===== config.mk =====
export PLATFORM = sky130hd
export DESIGN_NAME = inst_fetch_flat
export DESIGN_NICKNAME = d
export VERILOG_FILES = /design/src/rtl/inst_fetch_if.sv /design/src/rtl/inst_fetch.sv /design/src/flat_wrapper.sv
export SDC_FILE = /design/constraint.sdc
export NUM_CORES = 1
export LEC_CHECK = 0
export ABC_AREA = 1
export CAP_MARGIN = 40
export CORE_UTILIZATION = 40
export DETAILED_ROUTE_END_ITERATION = 8
export HOLD_SLACK_MARGIN = 0.08
export PLACE_DENSITY = 0.71
export SYNTH_ARGS = -nofsm -noshare
export SYNTH_HDL_FRONTEND = slang
export SYNTH_SLANG_ARGS = --single-unit
export TNS_END_PERCENT = 30

===== constraint.sdc =====
create_clock -name clk -period 1.7 [get_ports clk]
set_input_delay 0.255 -clock clk [delete_from_list [all_inputs] [get_ports clk]]
set_output_delay 0.255 -clock clk [all_outputs]
set_load 0.02 [all_outputs]

===== src/rtl/inst_fetch_if.sv =====
// inst_fetch_if: fetch-unit bus bundling memory, cpu handshake, branch flags and status.
interface inst_fetch_if #(parameter int ADDR_W = 8);
    logic              enable;
    logic [ADDR_W-1:0] mem_addr;
    logic [15:0]       mem_data;
    logic [15:0]       d_inst;
    logic              run;
    logic              done;
    logic              flag_eq;
    logic              flag_gt;
    logic              flag_lt;
    logic [ADDR_W-1:0] pc;
    logic              busy;
    logic              fault;
    logic [15:0]       retired;
    modport master (
        input  enable, mem_data, done, flag_eq, flag_gt, flag_lt,
        output mem_addr, d_inst, run, pc, busy, fault, retired
    );
    modport slave (
        output enable, mem_data, done, flag_eq, flag_gt, flag_lt,
        input  mem_addr, d_inst, run, pc, busy, fault, retired
    );
endinterface


===== src/rtl/inst_fetch.sv =====
// inst_fetch: PC-holding fetch stage; issues each instruction with a run pulse,
// waits for done, resolves format-10 branches and advances the PC.
module inst_fetch #(
    parameter int ADDR_W  = 8,
    parameter int MEM_LAT = 1,
    parameter int TIMEOUT = 64
) (
    input  logic          clk,
    input  logic          reset,
    inst_fetch_if.master  bus
);
    typedef enum logic [2:0] {IDLE, FETCH, LOAD, ISSUE, WAIT, NEXT, FAULT} state_t;
    localparam int LW = MEM_LAT > 1 ? $clog2(MEM_LAT) : 1;
    localparam int WW = $clog2(TIMEOUT);
    state_t            state_q;
    logic [LW-1:0]     lat_cnt_q;
    logic [WW-1:0]     wait_cnt_q;
    logic [ADDR_W-1:0] pc_q, pc_d;
    logic [15:0]       d_inst_q, retired_q;
    logic              run_q, fault_q, taken;
    always_comb begin
        taken = (d_inst_q[1:0] == 2'b10) &&
                (d_inst_q[3:2] == 2'b00 ? bus.flag_eq :
                 d_inst_q[3:2] == 2'b01 ? bus.flag_gt :
                 d_inst_q[3:2] == 2'b10 ? bus.flag_lt : 1'b1);
        pc_d  = taken ? d_inst_q[ADDR_W+3:4] : pc_q + ADDR_W'(1);
    end
    always_ff @(posedge clk) begin
        if (reset) begin
            state_q    <= IDLE;
            lat_cnt_q  <= '0;
            wait_cnt_q <= '0;
            pc_q       <= '0;
            d_inst_q   <= '0;
            retired_q  <= '0;
            run_q      <= 1'b0;
            fault_q    <= 1'b0;
        end else begin
            run_q <= 1'b0;
            case (state_q)
                IDLE: if (bus.enable) begin
                    state_q   <= FETCH;
                    lat_cnt_q <= '0;
                end
                FETCH: if (lat_cnt_q == LW'(MEM_LAT - 1)) state_q <= LOAD;
                       else lat_cnt_q <= lat_cnt_q + LW'(1);
                // run is raised here so it is high exactly during the ISSUE cycle
                LOAD: begin
                    d_inst_q <= bus.mem_data;
                    run_q    <= 1'b1;
                    state_q  <= ISSUE;
                end
                ISSUE: begin
                    wait_cnt_q <= '0;
                    state_q    <= WAIT;
                end
                WAIT: if (bus.done) state_q <= NEXT;
                      else if (wait_cnt_q == WW'(TIMEOUT - 1)) begin
                          state_q <= FAULT;
                          fault_q <= 1'b1;
                      end else wait_cnt_q <= wait_cnt_q + WW'(1);
                NEXT: begin
                    retired_q <= retired_q + 16'd1;
                    pc_q      <= pc_d;
                    lat_cnt_q <= '0;
                    state_q   <= bus.enable ? FETCH : IDLE;
                end
                default: state_q <= FAULT;
            endcase
        end
    end
    assign bus.mem_addr = pc_q;
    assign bus.pc       = pc_q;
    assign bus.d_inst   = d_inst_q;
    assign bus.run      = run_q;
    assign bus.fault    = fault_q;
    assign bus.retired  = retired_q;
    assign bus.busy     = (state_q != IDLE) && (state_q != FAULT);
endmodule


===== src/flat_wrapper.sv =====
// flat-port wrapper written by rule: the top's interface ports become plain ports
module inst_fetch_flat 
#(
    parameter int ADDR_W  = 8,
    parameter int MEM_LAT = 1,
    parameter int TIMEOUT = 64
)
  (clk, reset, bus_enable, bus_mem_data, bus_done, bus_flag_eq, bus_flag_gt, bus_flag_lt, bus_mem_addr, bus_d_inst, bus_run, bus_pc, bus_busy, bus_fault, bus_retired);
  inst_fetch_if #(.ADDR_W(ADDR_W)) bus_i ();
  input  logic clk;
  input  logic reset;
  input wire logic [$bits(bus_i.enable)-1:0] bus_enable;
  input wire logic [$bits(bus_i.mem_data)-1:0] bus_mem_data;
  input wire logic [$bits(bus_i.done)-1:0] bus_done;
  input wire logic [$bits(bus_i.flag_eq)-1:0] bus_flag_eq;
  input wire logic [$bits(bus_i.flag_gt)-1:0] bus_flag_gt;
  input wire logic [$bits(bus_i.flag_lt)-1:0] bus_flag_lt;
  output wire logic [$bits(bus_i.mem_addr)-1:0] bus_mem_addr;
  output wire logic [$bits(bus_i.d_inst)-1:0] bus_d_inst;
  output wire logic [$bits(bus_i.run)-1:0] bus_run;
  output wire logic [$bits(bus_i.pc)-1:0] bus_pc;
  output wire logic [$bits(bus_i.busy)-1:0] bus_busy;
  output wire logic [$bits(bus_i.fault)-1:0] bus_fault;
  output wire logic [$bits(bus_i.retired)-1:0] bus_retired;
  assign bus_i.enable = bus_enable;
  assign bus_i.mem_data = bus_mem_data;
  assign bus_i.done = bus_done;
  assign bus_i.flag_eq = bus_flag_eq;
  assign bus_i.flag_gt = bus_flag_gt;
  assign bus_i.flag_lt = bus_flag_lt;
  assign bus_mem_addr = bus_i.mem_addr;
  assign bus_d_inst = bus_i.d_inst;
  assign bus_run = bus_i.run;
  assign bus_pc = bus_i.pc;
  assign bus_busy = bus_i.busy;
  assign bus_fault = bus_i.fault;
  assign bus_retired = bus_i.retired;
  inst_fetch #(.ADDR_W(ADDR_W), .MEM_LAT(MEM_LAT), .TIMEOUT(TIMEOUT)) u_core (.clk(clk), .reset(reset), .bus(bus_i));
endmodule

==> results.json, run 1 <==
{
  "syn-cell-area_um2": 2610,
  "ys_ff_latch": 51,
  "start_kind": "flop",
  "slew_violations": 0,
  "worstPathMaxFanout": 6,
  "cts_setup_buffers": 0,
  "syn-num-nets": 404,
  "worst_pin_slew_ns": 0.372,
  "syn_inst": 378,
  "skew_ns": 0.00483,
  "ys_seq_area_share_pct": 39.1,
  "io_pins": 74,
  "clock_latency_ns": 0.31,
  "grt_pass1_vias": 2288,
  "cts-buffers-inserted": 5,
  "cts_sinks": 51,
  "ctsHtreeMaxLevel": 2,
  "grt_start_max_net_pins": 26,
  "path_clk_slew_ns": 0.10,
  "drt_iter0_markers": 86,
  "cpMaxStageDelayCell": "clkdlybuf4s50_1",
  "ctsHoldBuffers": 0,
  "wl_per_cell_um": 11.7,
  "routed_wl_mm": 6.13,
  "async_reset_ff_share_pct": 0,
  "io_buffers": 73,
  "synth_warnings": 0,
  "dp_hpwl_mm": 4.60,
  "grt_pass1_wl_mm": 10.1,
  "gp_congestion": 0.808,
  "intPower_w": 0.00219,
  "pwr-share-seq_pct": 43.6,
  "min_period_over_period_pct": 96.4,
  "chipHeight_um": 82.8,
  "cp.arrival_ns": 1.38,
  "fin_util_pct": 55.2,
  "syn2layout_area_growth_pct": 33.4,
  "dr.pass1.iters": 4,
  "num_antenna_cells": 0,
  "endpoint_kind": "output port",
  "fillCellCount": 622,
  "synth_edf_count": 0,
  "cts_root_buf": "clkbuf_8",
  "final_antenna_net_count": 0,
  "rows": 29,
  "yosys.cell_types.count": 32,
  "track_usage_pct": 19.1,
  "criticalPathCategory": "flop to output port",
  "ys.flop_type": "dfxtp_1",
  "overflow": 0,
  "grt_antenna_before_repair": 0,
  "p_sw_share_pct": 37.8,
  "hold_violations": 0,
  "fin_nets": 471,
  "die_area_um2": 6860,
  "min_period_ns": 1.64,
  "crit_required_ns": 1.44,
  "initial_core_util_pct": 41.4,
  "hold_class": "flop to flop",
  "drive_gt1_share_pct": 9.19,
  "die_x_um": 82.8,
  "worst_path_largest_cell_delay_ns": 0.64,
  "clock_power_share_pct": 21.3,
  "outcome": "finished, final reports clean",
  "setup_viol": 0,
  "crit_family": "buffers and inverters",
  "slew_headroom_pct": 74.9,
  "rsz0062_at_grt": "false",
  "worst-path-buf-inv": 1,
  "fmax_ghz": 0.610,
  "power_frac_comb_pct": 35.1,
  "irDropWorstVdd_mv": 0.663,
  "avgSynthCellArea_um2": 6.91,
  "core_area_um2": 6310,
  "cts_tree": "done",
  "power.switching_w": 0.00133,
  "tns_ns": 0,
  "avgViaCountPerCell": 4.89,
  "path_cells": "clkdlybuf4s50_1",
  "power_leakage_nw": 1.48,
  "drcViolationCount": 0,
  "vias": 2560,
  "clock_path_buffers": 2,
  "cap_violations": 0,
  "power_density_nw_per_um2": 1010
}
==> power by group through the flow <==
| stage | combinational [W] | clock (W) | sequential [W] |
|---|---|---|---|
| after global routing | 0.00137 | 0.000831 | 0.00156 |
| after floorplan | 0.000606 | 0 | 0.00167 |
| final | 0.00124 | 0.000748 | 0.00153 |
| after global placement | 0.00123 | 0 | 0.00154 |
| after CTS | 0.00124 | 0.000766 | 0.00152 |
| after detailed placement | 0.00125 | 0 | 0.00154 |
==> final timing paths <==
kind / start / to / slack, ns / depth (start not counted)
hold / removal: u_core.bus.d_inst[4] / u_core.bus.d_inst[4] / 0.47 / 2
hold reg to reg: u_core.bus.d_inst[4] / u_core.bus.d_inst[4] / 0.47 / 2
setup reg to reg: u_core.state_q[1] / u_core.bus.retired[10] / 0.15 / 8
setup / recovery: u_core.bus.retired[2] / bus_retired[2] / 0.06 / 1
==> logic make-up (layout without fill, tap and decap cells) <==
logic type / after synthesis / in the layout / share of synthesized area (%)
simple gates: 175 / 175 / 30.3
compound gates: 78 / 78 / 15.9
buf+inv: 65 / 133 / 11.3
flops: 51 / 51 / 39.1
xor+xnor: 6 / 6 / 2.01
fa+ha+maj: 3 / 3 / 1.44
==> metrics by stage <==
stage          total power, W  cells  worst slack, ns  cell area (um^2)  hold WS [ns]
6_report              0.00352    523           0.0607              3480         0.472
5_1_grt               0.00376    523          0.00153              3480         0.495
4_1_cts               0.00353    523           0.0178              3460         0.477
3_5_place_dp          0.00279    515           0.0435              3360         0.463
3_3_place_gp          0.00277    515           0.0691              3360         0.452
2_1_floorplan         0.00228    378            0.293              2610         0.390
==> layer usage <==
metal  up-vias  track usage, %  wire [um]
li1       1341               -          -
met1      1166            24.2       2750
met2        49            32.0       3020
met3         4            4.59        298
met4         0            5.52         59
met5         -               0          0
==> cells in the final DEF (no fill, tap or decap), drive strengths merged <==
cell / count
buf: 6
nand2: 84
nand3b: 4
o21bai: 1
inv: 47
nand4: 4
dfxtp: 51
dlymetal6s2s: 6
dlygate4sd2: 1
o21a: 3
xor2: 6
clkdlybuf4s50: 66
clkbuf: 5
a21oi: 34
clkinv: 2
nor3: 4
a31oi: 1
nor2: 56
ha: 3
o21ai: 37
nand3: 23
a211oi: 2
==> synth_stat cells (all sizes together), types with 5 or more instances <==
cell	n	area, um^2
nand2	84	325
nor2	56	244
dfxtp	51	1020
inv	45	169
o21ai	37	185
a21oi	34	174
nand3	23	143
buf	14	98.8
xor2	6	52.6
clkbuf	5	22.5
==> sequential cells by signal (all words and copies together), names as in the netlist, named ones only <==
signal,cells
u_core.bus.run,1
u_core.wait_cnt_q,6
u_core.state_q,2
u_core.bus.d_inst,16
u_core.bus.mem_addr,8
u_core.bus.fault,1
u_core.bus.retired,16
==> area by class of cell <==
class	instances	area, um^2	share of cell area (%)
multi-input cells	262	1300	37.4
flip-flops and latches	51	1030	29.5
repair buffers	79	790	22.7
inverters	46	173	4.96
well taps	77	96.3	2.76
clock buffers	5	68.8	1.97
clock inverters	3	26.3	0.754
==> what timing repair did <==
item | in CTS | in global routing
endpoints found under the setup margin | 4 | 9
resized for setup | 5 | 9
pin swaps | 0 | 0
No activity file was read; power rests on OpenSTA's default activity.
==> run 2: changes to the inputs <==
--- a/config.mk
+++ b/config.mk
@@ -8,6 +8,7 @@
 export ABC_AREA = 1
 export CAP_MARGIN = 40
 export CORE_UTILIZATION = 40
+export CTS_CLUSTER_SIZE = 28
 export DETAILED_ROUTE_END_ITERATION = 8
 export HOLD_SLACK_MARGIN = 0.08
 export PLACE_DENSITY = 0.71
==> results of run 2 <==
Same layout as run 1: the final DEF is identical, and so are final timing and power.
